`src/rtl/irq_source_latch.sv`:
```
// -----------------------------------------------------------------------------
// irq_source_latch
//
// Three-source interrupt request stage. Each raw request line is
// polarity-corrected, synchronised to sysclk, and edge-detected. A rising edge
// is held in a pending flag until the consumer acknowledges it. One
// registered combined request plus an encoded level are presented to the
// consumer, and a four-phase acknowledge handshake retires the granted source.
//
// Ports:
//   sysclk     in   1  system clock, rising-edge active
//   sys_rst_n  in   1  asynchronous active-low reset
//   req_in     in   3  raw request lines, asynchronous to sysclk
//   ack        in   1  acknowledge from the consumer, synchronous to sysclk
//   clr_all    in   1  synchronous clear of all pending flags and the FSM
//   pending    out  3  registered pending flags, one per source
//   irq_out    out  1  registered combined request
//   irq_level  out  2  granted source: 00 none, 01 src0, 10 src1, 11 src2
//   fsm_state  out  2  handshake FSM state (00 IDLE, 01 REQ, 10 WAIT_ACK_LOW)
//
// Handshake (four-phase):
//   irq_out rises with irq_level valid. Both hold until ack is seen high.
//   The edge that samples ack=1 drops irq_out/irq_level and clears the
//   granted pending bit. A new request is not presented until ack has been
//   seen low again and the FSM has spent one cycle in IDLE.
//
// SYNC_STAGES is intended to lie in 2..4.
// -----------------------------------------------------------------------------
module irq_source_latch #(
  parameter logic [2:0] INPUT_INVERT_MASK = 3'b000,
  parameter int         SYNC_STAGES       = 2
) (
  input  logic       sysclk,
  input  logic       sys_rst_n,
  input  logic [2:0] req_in,
  input  logic       ack,
  input  logic       clr_all,
  output logic [2:0] pending,
  output logic       irq_out,
  output logic [1:0] irq_level,
  output logic [1:0] fsm_state
);

  typedef enum logic [1:0] {
    IDLE         = 2'd0,
    REQ          = 2'd1,
    WAIT_ACK_LOW = 2'd2
  } state_t;

  state_t     state;
  logic [1:0] grant;

  // sync_q[0] is the first flop after polarity correction; the last stage
  // is the synchronised level used for edge detection.
  logic [2:0] sync_q [SYNC_STAGES];
  logic [2:0] prev_q;
  logic [2:0] rise;
  logic [2:0] ack_clear;
  logic [2:0] pending_next;
  logic [1:0] top_idx;

  // Synchroniser chain and edge history.
  always_ff @(posedge sysclk or negedge sys_rst_n) begin
    if (!sys_rst_n) begin
      for (int j = 0; j < SYNC_STAGES; j++) begin
        sync_q[j] <= '0;
      end
      prev_q <= '0;
    end else begin
      sync_q[0] <= req_in ^ INPUT_INVERT_MASK;
      for (int j = 1; j < SYNC_STAGES; j++) begin
        sync_q[j] <= sync_q[j-1];
      end
      prev_q <= sync_q[SYNC_STAGES-1];
    end
  end

  assign rise = sync_q[SYNC_STAGES-1] & ~prev_q;

  // The acknowledge only retires the granted bit, and only from REQ.
  assign ack_clear = (state == REQ && ack) ? (3'b001 << grant) : 3'b000;

  // clr_all dominates; a fresh edge beats a same-cycle acknowledge clear.
  always_comb begin
    pending_next = pending;
    if (clr_all) begin
      pending_next = 3'b000;
    end else begin
      pending_next = (pending & ~ack_clear) | rise;
    end
  end

  always_ff @(posedge sysclk or negedge sys_rst_n) begin
    if (!sys_rst_n) begin
      pending <= 3'b000;
    end else begin
      pending <= pending_next;
    end
  end

  // Fixed priority: src2 > src1 > src0.
  always_comb begin
    top_idx = 2'd0;
    if (pending[2]) begin
      top_idx = 2'd2;
    end else if (pending[1]) begin
      top_idx = 2'd1;
    end else begin
      top_idx = 2'd0;
    end
  end

  // Handshake FSM with registered outputs. Grant is latched on entry to REQ
  // and held there, so a higher-priority arrival waits for the next IDLE.
  always_ff @(posedge sysclk or negedge sys_rst_n) begin
    if (!sys_rst_n) begin
      state     <= IDLE;
      grant     <= 2'd0;
      irq_out   <= 1'b0;
      irq_level <= 2'b00;
    end else if (clr_all) begin
      state     <= IDLE;
      irq_out   <= 1'b0;
      irq_level <= 2'b00;
    end else begin
      case (state)
        IDLE: begin
          if (pending != 3'b000) begin
            state     <= REQ;
            grant     <= top_idx;
            irq_out   <= 1'b1;
            irq_level <= top_idx + 2'd1;
          end
        end
        REQ: begin
          if (ack) begin
            state     <= WAIT_ACK_LOW;
            irq_out   <= 1'b0;
            irq_level <= 2'b00;
          end
        end
        WAIT_ACK_LOW: begin
          if (!ack) begin
            state <= IDLE;
          end
        end
        default: begin
          state     <= IDLE;
          irq_out   <= 1'b0;
          irq_level <= 2'b00;
        end
      endcase
    end
  end

  assign fsm_state = state;

endmodule

```
`config.mk`:
```
export PLATFORM = sky130hd
export DESIGN_NAME = irq_source_latch
export DESIGN_NICKNAME = d
export VERILOG_FILES = /design/src/rtl/irq_source_latch.sv
export SDC_FILE = /design/constraint.sdc
export NUM_CORES = 1
export LEC_CHECK = 0
export BUFFER_PORTS_ARGS = -buffer_cell sky130_fd_sc_hd__buf_2
export CAP_MARGIN = 10
export CORE_MARGIN = 2
export CORE_UTILIZATION = 30
export DETAILED_ROUTE_END_ITERATION = 16
export MAX_ROUTING_LAYER = met4
export PLACE_DENSITY = 0.48
export SLEW_MARGIN = 20
export SYNTH_ARGS = -nofsm -noshare
export SYNTH_HDL_FRONTEND = slang
export SYNTH_SLANG_ARGS = --single-unit
```
`constraint.sdc`:
```
create_clock -name sysclk -period 1.25 [get_ports sysclk]
set_input_delay 0.125 -clock sysclk [delete_from_list [all_inputs] [get_ports sysclk]]
set_output_delay 0.125 -clock sysclk [all_outputs]
set_load 0.02 [all_outputs]
```
======== Word level (Yosys, flattened, before mapping) ========
Index checks and enable logic that the tools add are counted.
cells by class
  add/sub/neg operators ................... 1
  equal/unequal tests ..................... 6
  shifts and indexed selects .............. 1
  mux-type cells .......................... 17
  bitwise gates (word level) .............. 6
  reduce and logical (&&, ||, !) cells .... 6
operator list
  cell                                                                    count
  2-bit two-way mux                                                       8
  2-bit case mux with 3 select lines                                      2
  3-bit != test (second input constant)                                   3
  3-bit AND reduction                                                     3
  3-bit AND                                                               2
  3-bit two-way mux                                                       2
  3-bit inverter                                                          2
  1-bit two-way mux                                                       4
  3-bit bitwise OR                                                        1
  1-bit case mux with 3 select lines                                      1
  3-bit nonzero test                                                      1
  1-bit by 2-bit left shift with 3-bit output (first input constant)      1
  2-bit by 1-bit adder with 2-bit output (second input constant)          1
  2-bit by 1-bit equality test with 1-bit output (second input constant)  1
  2-bit equality test (second input constant)                             1
  2-bit zero test                                                         1
  2-bit != test (second input constant)                                   1
  1-bit logical AND                                                       1
  1-bit inverter                                                          1
storage, ports and cells
  register bits after elaboration ......... 19
  word-level logic and storage cells ...... 45

======== Depth between registers and ports, before layout ========
Gate-level depths: netlist (run 1).
  depth in word-level cells ............... 7
  gate-level depth with buffers ........... 4
  depth with buffers taken out ............ 3

======== Worst setup path after synthesis (run 1) ========
OpenSTA, ideal clock, no wires.
  kind .................................... reg2reg
  start ................................... register state[1], in the netlist fsm_state[1]
  end ..................................... register grant[0]
  data arrival time ....................... 1.179 ns
  data required time ...................... 1.127 ns
  setup slack ............................. -0.052 ns
  stages on the path, launching flop included .. 5
  path buffers ............................ 1
  clock period less this slack ............ 1.302 ns
  path through ............................ dfrtp_1 -> buf_6 -> or3_4 -> o21ai_1 -> o21ai_1
on the way
  word-level cells in the longest chain between the ends .. 2
RTL lines
  item                                  line  text
  start: declaration                    50    state_t state;
  start signal: assignment              117   state <= IDLE;
  start signal: assignment              122   state <= IDLE;
  start signal: assignment              129   state <= REQ;
  2-bit zero test                       126   case (state)
  3-bit AND reduction (no source line)  -
  end signal: assignment                130   grant <= top_idx;
  end: declaration                      51    logic [1:0] grant;
Every way passes these cells.
A chain may end at the register's enable or synchronous reset.

======== Worst setup path in the final report (run 1) ========
  start ................................... register state[1], in the netlist fsm_state[1]
  end ..................................... output fsm_state[1]
RTL lines
  item              line  text
  end: declaration  41    output logic [1:0] fsm_state
No word-level cell between the ends.

==> results of run 1 <==
-- timing repair --
action	CTS	global route
hold buffers	4	0
resized for setup	0	5
endpoints found under the setup margin	0	3
hold endpoints to repair	22	0
setup buffers	0	4
-- cell type report --
cell class / instances / area share, %
repair buffers: 25 / 16.41
inverters: 2 / 0.7692
clock buffers: 3 / 2.308
flip-flops and latches: 19 / 48.97
well taps: 30 / 3.846
multi-input cells: 38 / 26.92
clock inverters: 1 / 0.7692
-- cells by family after synthesis --
logic type / after synthesis / synth area share (%)
buffers and inverters: 6 / 4.794
AND/OR/NAND/NOR: 18 / 15.21
XOR/XNOR: 1 / 1.157
flip-flops: 19 / 62.81
AO/OA/AOI/OAI: 19 / 16.03
-- stage by stage --
| stage | hold WS, ns | setup WS, ns | TNS, ns | cell area, um^2 |
|---|---|---|---|---|
| after detailed placement | 0.08916 | 0.04811 | 0 | 865.8 |
| after floorplan | -0.1706 | -0.01457 | -0.01457 | 767.0 |
| after global placement | 0.08503 | 0.07070 | 0 | 865.8 |
| final | 0.1300 | 0.04161 | 0 | 975.9 |
| after global routing | 0.1381 | -0.01011 | -0.01277 | 975.9 |
| after CTS | 0.1268 | 0.02433 | 0 | 935.9 |
-- flip-flops by register name, indices dropped and copies added, names as in the netlist --
register	cells
irq_out	1
irq_level	2
sync_q	6
fsm_state	2
prev_q	3
pending	3
grant	2
-- synthesized netlist by cell type, types with 2 or more instances --
cell type / count / share of area, %
o21ai_0: 7 / 4.6
buf_2: 2 / 1.3
o21ai_1: 2 / 1.3
inv_1: 2 / 0.99
nor3b_1: 2 / 2.0
nand2b_1: 6 / 5.0
nand2_1: 2 / 0.99
a21oi_1: 5 / 3.3
dfrtp_1: 19 / 63
nor3_1: 3 / 2.0
-- power by group through the flow --
stage                     clock, mW  combinational, mW  sequential [mW]
final                         0.316              0.268            0.729
after global routing          0.363              0.303            0.740
after CTS                     0.334              0.240            0.735
after detailed placement          0              0.230            0.746
after global placement            0              0.228            0.745
after floorplan                   0              0.139            0.755
-- per-layer routing --
layer	track usage [%]	up-vias	wire, um
met5	-	-	0
met1	14.89	286	686
li1	-	270	-
met3	4.918	2	82
met4	2.500	0	9
met2	20.48	15	742
-- worst min-delay path, stage by stage --
cell     delay (ns)
buf_2          0.13
a211o_1        0.11
a21oi_1        0.04
-- worst paths after layout --
check / start / end / slack, ns / depth (start not counted)
max in group asynchronous: sys_rst_n / fsm_state[1] / 0.66 / 2
worst min register to register: sync_q[4] / sync_q[1] / 0.36 / 0
worst min-delay path: clr_all / fsm_state[0] / 0.13 / 3
worst max register to register: fsm_state[1] / pending[2] / 0.05 / 3
worst max-delay path: fsm_state[1] / fsm_state[1] / 0.04 / 2
min in group asynchronous: sys_rst_n / irq_level[1] / 0.27 / 2
==> impl_metrics.py, run 1 <==
metrics = {
    "outcome": {
        "status": "complete, no violations",
    },
    "synth": {
        "syn_area_per_cell_um2": 12.02,
        "yosysSeqAreaShare_pct": 62.81,
        "syn_area_um2": 757.0,
        "yosysWarnings": 0,
        "syn-instance-count": 63,
        "synthesis.nets": 70,
        "synth_seq_cells": 19,
        "async_reset_ff_share_pct": 100.0,
        "synthFlopType": "dfrtp_1",
        "synth-edff-count": 0,
        "synth_cell_types": 23,
    },
    "die": {
        "row_count": 18,
        "coreArea_um2": 2432,
        "initial_core_util_pct": 31.12,
        "dieArea_um2": 2941,
        "dieHeight_um": 54.23,
        "die_w_um": 54.23,
        "io-pin-count": 15,
    },
    "cells_and_area": {
        "final_common_cell": "dfrtp_1",
        "nFillCells": 259,
        "finalNonFillerCells": 118,
        "antenna_cells": 0,
        "fin_util_pct": 40.12,
        "ff_latch_area_um2": 478.0,
        "drive_gt1_share_pct": 38.64,
        "syn2layout_area_growth_pct": 28.93,
        "multiInputGateArea_um2": 262.8,
        "layout_common_cells": "17 x dfrtp_1, 14 x buf_2, 7 x o21ai_0, 6 x nand2b_1, 6 x buf_4",
        "final_nets": 96,
    },
    "sta": {
        "fin_crit_sh_pct": 96.67,
        "max_freq_ghz": 0.8276,
        "setup_viol": 0,
        "worst_pin_slew_ns": 0.4103,
        "final.min_clock_period_ns": 1.208,
        "finalHoldViolCount": 0,
        "slew_violations": 0,
        "relSlewSlack_pct": 72.65,
        "rsz0062_at_grt": "yes",
        "skew_ns": 0.001490,
    },
    "pwr": {
        "p_sw_mw": 0.3889,
        "power_frac_seq_pct": 55.6,
        "p_leak_nw": 0.4378,
        "p_int_mw": 0.9240,
        "p_sw_share_pct": 29.62,
        "finalPower_mw": 1.313,
        "pwr-share-comb_pct": 20.4,
        "peakVddDrop_mv": 0.5952,
        "cellPowerDensity_nw_per_um2": 1345,
        "pwr-share-clk_pct": 24.1,
    },
    "cts": {
        "root_buffer": "clkbuf_4",
        "clock_path_buffers": 2,
        "cts_made_buffers": 3,
        "path_clk_slew_ns": 0.11,
        "clock_latency_ns": 0.30,
        "cts_tree": "yes",
        "clkSinkCount": 19,
        "h-tree-depth": 1,
    },
    "critical_path": {
        "cp_cell_sequence": "buf_4 > buf_2",
        "cp.required_ns": 1.12,
        "critPathLaunchType": "register",
        "path_max_fanout": 6,
        "max_stage_delay_ns": 0.47,
        "end_kind": "output pin",
        "cp_slowest_cell": "dfrtp_2",
        "cp_top_family": "flip-flops",
        "crit_type": "reg2out",
        "worstPathArrival_ns": 1.08,
        "path_buf_inv": 2,
    },
    "detailed_routing": {
        "drt_iter0_markers": 2,
        "drt-vias-per-instance": 4.856,
        "num_vias": 573,
        "drc": 0,
        "drt_wl_total_um": 1521,
        "drt_first_pass_iters": 4,
        "ant_nets": 0,
        "wire_per_inst_um": 12.89,
    },
    "global_routing": {
        "grt_pass1_vias": 580,
        "antenna_found_initial": 0,
        "grt_max_degree": 20,
        "grt_pass1_wl_um": 2539,
        "grt_overflow": 0,
        "grt_usage_pct": 12.60,
    },
    "worst_hold_path": {
        "worst_hold_path_type": "in2reg",
    },
    "place": {
        "dp.cells": 106,
        "place.gp.congestion": 0.7727,
        "numPortBuffers": 14,
        "dp_hpwl_um": 1012,
    },
    "job": {
        "drv_cap": 0,
    },
}
No activity file was read; power rests on OpenSTA's default activity.
==> inputs of run 2 (changes only) <==
CTS_BUF_LIST = sky130_fd_sc_hd__clkbuf_2 sky130_fd_sc_hd__clkbuf_4 sky130_fd_sc_hd__clkbuf_8   (was not set)
PLACE_DENSITY = 0.5   (was 0.48)
==> run 2 against run 1 <==
Against the previous run:
- sequential power rose by 0.5%
- final area fell by 1.7%
- highest routed layer is now met3
- largest cell class unchanged
- die area did not move
- critical path type is now reg2reg
==> impl_metrics.py, run 2 (synthesized netlist as in run 1, its figures left out) <==
metrics = {
    "outcome": {
        "status": "complete, no violations",
    },
    "global_routing": {
        "grt_usage_pct": 11.68,
        "grt_pass1_wl_um": 2242,
        "grt_overflow": 0,
        "antenna_found_initial": 0,
        "grt_max_degree": 20,
        "grt_pass1_vias": 510,
    },
    "pwr": {
        "cellPowerDensity_nw_per_um2": 1377,
        "p_leak_nw": 0.4309,
        "p_int_mw": 0.9193,
        "pwr-share-comb_pct": 19.6,
        "peakVddDrop_mv": 0.8575,
        "pwr-share-clk_pct": 24.9,
        "p_sw_share_pct": 30.44,
        "p_sw_mw": 0.4024,
        "power_frac_seq_pct": 55.5,
    },
    "cells_and_area": {
        "multiInputGateArea_um2": 254.0,
        "regMostFlops": "sync_q",
        "antenna_cells": 0,
        "largest_registers": "sync_q: 6 flops, pending: 3 flops, prev_q: 3 flops",
        "layout_common_cells": "17 x dfrtp_1, 14 x buf_2, 7 x o21ai_0, 6 x nand2b_1",
        "finalNonFillerCells": 117,
        "ff_latch_area_um2": 478.0,
        "syn2layout_area_growth_pct": 26.78,
        "drive_gt1_share_pct": 35.63,
        "largest_reg_flops": 6,
        "nFillCells": 242,
        "final_nets": 95,
        "final_common_cell": "dfrtp_1",
    },
    "sta": {
        "skew_ns": 0.006273,
        "fin_crit_sh_pct": 96.20,
        "setup_viol": 0,
        "relSlewSlack_pct": 71.89,
        "final.min_clock_period_ns": 1.203,
        "worst_pin_slew_ns": 0.4217,
        "final.setup.tns_ns": 0,
        "finalHoldViolCount": 0,
        "max_freq_ghz": 0.8316,
        "slew_violations": 0,
    },
    "die": {
        "dieArea_um2": 2941,
        "dieHeight_um": 54.23,
        "coreArea_um2": 2432,
        "die_w_um": 54.23,
        "io-pin-count": 15,
        "row_count": 18,
        "initial_core_util_pct": 31.12,
    },
    "place": {
        "numPortBuffers": 14,
        "dp.cells": 105,
        "dp_hpwl_um": 1058,
        "place.gp.congestion": 0.7393,
    },
    "critical_path": {
        "end_kind": "register",
        "rrSetupSlack_ns": 0.05,
        "crit_type": "reg2reg",
        "path_max_fanout": 8,
        "cp.required_ns": 1.45,
        "cp_cell_sequence": "or3_4 > o21ai_2 > o21ai_1",
        "startpoint": "fsm_state[1]",
        "reg2reg_to": "grant[0]",
        "cp_slowest_cell": "dfrtp_2",
        "critPathLaunchType": "register",
        "r2r-start": "fsm_state[1]",
        "crit_end": "grant[0]",
        "worstRegToRegCells": 3,
        "max_stage_delay_ns": 0.48,
        "worstPathArrival_ns": 1.40,
    },
    "detailed_routing": {
        "drc": 0,
        "drt-vias-per-instance": 4.761,
        "ant_nets": 0,
        "drt_iter0_markers": 6,
        "wire_per_inst_um": 12.86,
        "drt_first_pass_iters": 4,
        "num_vias": 557,
        "drt_wl_total_um": 1505,
    },
    "cts": {
        "cts_tree": "yes",
        "clock_latency_ns": 0.30,
        "clock_path_buffers": 2,
        "h-tree-depth": 1,
        "cts_made_buffers": 3,
        "path_clk_slew_ns": 0.12,
        "clkSinkCount": 19,
        "root_buffer": "clkbuf_4",
    },
    "worst_hold_path": {
        "worst_hold_path_type": "in2reg",
    },
    "job": {
        "drv_cap": 0,
    },
}
[run 2: cell count changes in the layout (fill, tap and decap cells not counted), sizes merged]
| cell | previous run | this run |
|---|---|---|
| buf | 20 | 19 |
[run 2: final cells by class]
type	instances	area share (%)
clock buffer	3	2.347
clock inverter	1	0.7823
inverter	2	0.7823
multi-input combinational	38	26.47
sequential	19	49.80
tap	30	3.911
timing repair buffer	24	15.91
[run 2: through the flow]
step	total power [mW]	util (%)	area (um^2)	worst slack [ns]	hold slack, ns
after floorplan	0.8944	-	767.0	-0.01457	-0.1706
final	1.322	39.45	959.7	0.04746	0.1150
after global routing	1.402	39.45	959.7	-0.0005238	0.1083
after detailed placement	0.9783	35.29	858.3	0.02256	0.09304
after CTS	1.317	38.17	928.4	0.006320	0.1088
after global placement	0.9694	35.29	858.3	0.1062	0.08794
[run 2: power by group through the flow]
stage,sequential [mW],combinational (mW),clock [mW]
2_1_floorplan,0.755,0.139,0
5_1_grt,0.743,0.288,0.372
4_1_cts,0.737,0.238,0.342
3_5_place_dp,0.750,0.229,0
6_report,0.733,0.259,0.329
3_3_place_gp,0.746,0.224,0
[run 2: worst max-delay path: cells and delay by family, from the launching register on]
family	cells	cell delay, ns
compound gates	2	0.21
flops	1	0.48
simple gates	1	0.41
[run 2: how the worst min path moves through the flow]
stage | start | to | cells past startpoint
floorplan | sys_rst_n | fsm_state[0] | 0
global placement | sys_rst_n | grant[0] | 1
detailed placement | sys_rst_n | grant[0] | 1
CTS | clr_all | pending[1] | 2
global route | ack | fsm_state[1] | 2
finish | clr_all | pending[1] | 2
[run 2: repair_timing]
| action | CTS | global route |
|---|---|---|
| resized for setup | 0 | 1 |
| endpoints found under the hold margin | 22 | 0 |
| setup buffers | 0 | 4 |
| endpoints found under the setup margin | 0 | 1 |
| hold buffers | 4 | 0 |
[run 2: routing by layer]
| metal | track usage (%) | vias to the layer above | part of all wire [%] |
|---|---|---|---|
| li1 | - | 269 | - |
| met1 | 11.50 | 274 | 42 |
| met2 | 20.68 | 14 | 52 |
| met3 | 5.738 | 0 | 5.9 |
| met4 | 2.500 | 0 | 0 |
| met5 | - | - | 0 |
==> inputs of run 3 (changes only) <==
ABC_AREA = 1   (was not set)
CORE_UTILIZATION = 49   (was 30)
PLACE_DENSITY = 0.76   (was 0.5)
==> run 3 against run 2 <==
Against the previous run:
- critical path depth increased by 3
- core utilization up 25 points
- via count fell by 9.5%
- hold slack worse by 0.058 ns
- largest cell class unchanged
- count of clock-buffer cells in the layout is the same
- sequential power is 2% lower
- highest routed layer is now met4
- largest power group unchanged
- global-route usage grew 5.8 points
- clock skew up 0.0027 ns
- wire length decreased by 17%
- final cell count down 7.7%
==> impl_metrics.py, run 3 <==
metrics = {
    "global_routing": {
        "grt_pass1_wl_um": 2228,
        "grt_max_degree": 20,
        "grt_overflow": 0,
        "antenna_found_initial": 0,
        "grt_usage_pct": 17.44,
        "grt_pass1_vias": 524,
    },
    "job": {
        "drv_cap": 0,
    },
    "critical_path": {
        "cp_cell_sequence": "nor2_2 > nand2_2 > inv_2 > o21ai_2 > nand2_1 > o21ai_0",
        "max_stage_delay_ns": 0.44,
        "cp.required_ns": 1.43,
        "worstPathArrival_ns": 1.31,
        "path_max_fanout": 4,
        "cp_slowest_cell": "dfrtp_1",
        "critPathLaunchType": "register",
        "crit_type": "reg2reg",
        "end_kind": "register",
    },
    "cells_and_area": {
        "antenna_cells": 0,
        "regMostFlops": "sync_q",
        "final_common_cell": "nand2_1",
        "final_nets": 101,
        "layout_common_cells": "20 x nand2_1, 19 x dfrtp_1, 14 x buf_2, 10 x inv_1, 5 x o21ai_0",
        "largest_registers": "sync_q: 6 flops, pending: 3 flops, prev_q: 3 flops",
        "syn2layout_area_growth_pct": 20.84,
        "drive_gt1_share_pct": 25.81,
        "largest_reg_flops": 6,
    },
    "sta": {
        "finalHoldViolCount": 0,
        "relSlewSlack_pct": 72.96,
        "rsz0062_at_grt": "no",
        "final.setup.tns_ns": 0,
        "final.min_clock_period_ns": 1.128,
        "finalWorstSetupSlack_ns": 0.1222,
        "max_freq_ghz": 0.8867,
        "fin_hold_ws_ns": 0.05718,
        "slew_violations": 0,
        "skew_ns": 0.008990,
        "fin_crit_sh_pct": 90.23,
        "worst_pin_slew_ns": 0.4055,
        "setup_viol": 0,
    },
    "cts": {
        "cts_made_buffers": 3,
        "clock_path_buffers": 2,
        "root_buffer": "clkbuf_4",
        "clkSinkCount": 19,
        "postCtsSetupRepairBufs": 0,
        "h-tree-depth": 1,
        "path_clk_slew_ns": 0.11,
        "cts_tree": "yes",
        "clock_latency_ns": 0.29,
    },
    "synth": {
        "syn_area_per_cell_um2": 9.923,
        "synthFlopType": "dfrtp_1",
        "syn-instance-count": 72,
        "synth-edff-count": 0,
        "synth_area_leaders": "dfrtp_1 67%, nand2_1 11%, inv_1 5.3%",
        "yosysMostFrequentCell": "nand2_1",
        "synth_seq_cells": 19,
        "yosysWarnings": 0,
        "yosysTopAreaCellShare_pct": 66.55,
        "yosysSeqAreaShare_pct": 66.55,
        "synth_area_leader_cell": "dfrtp_1",
        "async_reset_ff_share_pct": 100.0,
        "synth_cell_types": 14,
        "synthTopCellsByCount": "20 x nand2_1, 19 x dfrtp_1, 10 x inv_1",
        "syn_area_um2": 714.4,
        "synthesis.nets": 79,
    },
    "detailed_routing": {
        "ant_nets": 0,
        "num_vias": 504,
        "drc": 0,
        "drt_wl_total_um": 1250,
        "drt-vias-per-instance": 4.667,
        "drt_iter0_markers": 8,
        "drt_first_pass_iters": 4,
        "wire_per_inst_um": 11.57,
    },
    "place": {
        "dp_hpwl_um": 914.3,
        "numPortBuffers": 14,
        "place.gp.congestion": 0.7571,
        "place_ws_ns": 0.1593,
    },
    "die": {
        "dieArea_um2": 1780,
        "coreArea_um2": 1334,
        "die_w_um": 42.19,
        "row_count": 13,
        "initial_core_util_pct": 53.56,
        "io-pin-count": 15,
        "dieHeight_um": 42.19,
    },
    "pwr": {
        "peakVddDrop_mv": 0.9636,
        "cellPowerDensity_nw_per_um2": 1447,
        "p_leak_nw": 0.4805,
    },
    "outcome": {
        "status": "complete, no violations",
    },
    "worst_hold_path": {
        "worst_hold_path_type": "in2reg",
    },
}
run 3: repair_timing:
item                      in CTS  in global routing
hold endpoints to repair      22                  0
resized for setup              0                  0
hold buffers                   4                  0
run 3: logic make-up (layout without fill, tap and decap cells):
family / count (synthesis) / count (layout) / synth area share [%]
simple gates: 32 / 32 / 19.79
compound gates: 9 / 9 / 6.829
flops: 19 / 19 / 66.55
buf+inv: 12 / 33 / 6.831
run 3: final timing paths:
path | startpoint | slack, ns | cells after the start | endpoint
min in group asynchronous | sys_rst_n | 0.30 | 2 | fsm_state[1]
worst max-delay path | fsm_state[1] | 0.12 | 6 | grant[1]
worst min-delay path | clr_all | 0.06 | 2 | pending[2]
worst min register to register | sync_q[4] | 0.36 | 0 | sync_q[1]
worst max register to register | fsm_state[1] | 0.12 | 6 | grant[1]
max in group asynchronous | sys_rst_n | 0.66 | 2 | prev_q[2]
run 3: layout make-up:
type | instances | area (um^2)
Multi-Input combinational cell | 41 | 190.2
Clock buffer | 3 | 22.52
Fill cell | 106 | 470.5
Clock inverter | 1 | 5.005
Timing Repair Buffer | 18 | 110.1
Sequential cell | 19 | 475.5
Inverter | 11 | 41.29
Tap cell | 15 | 18.77
run 3: metrics by stage:
stage / power [mW] / cells / utilization (%) / area, um^2
final: 1.249 / 108 / 64.73 / 863.3
after global routing: 1.327 / 108 / 64.73 / 863.3
after CTS: 1.256 / 108 / 64.73 / 863.3
after detailed placement: 0.9504 / 100 / 59.66 / 795.8
after global placement: 0.9446 / 100 / 59.66 / 795.8
after floorplan: 0.8709 / 72 / - / 714.4
run 3: power breakdown:
part           internal [mW]  switching (mW)  leakage, nW
Sequential             0.677          0.0424        0.235
Clock                  0.119           0.182       0.0177
Combinational         0.0806           0.149        0.227
run 3: critical path: cells and delay by family, from the launching register on:
family / cells / cell delay, ns
AO/OA/AOI/OAI: 2 / 0.15
buffers and inverters: 1 / 0.09
flip-flops: 1 / 0.44
AND/OR/NAND/NOR: 3 / 0.33
run 3: layer usage:
layer  global-route usage, %  up-vias  routed length [um]
li1                        -      265                   -
met1                   22.25      224                 625
met2                   26.46       13                 558
met3                   4.310        2                  53
met4                   7.500        0                  12
met5                       -        -                   0
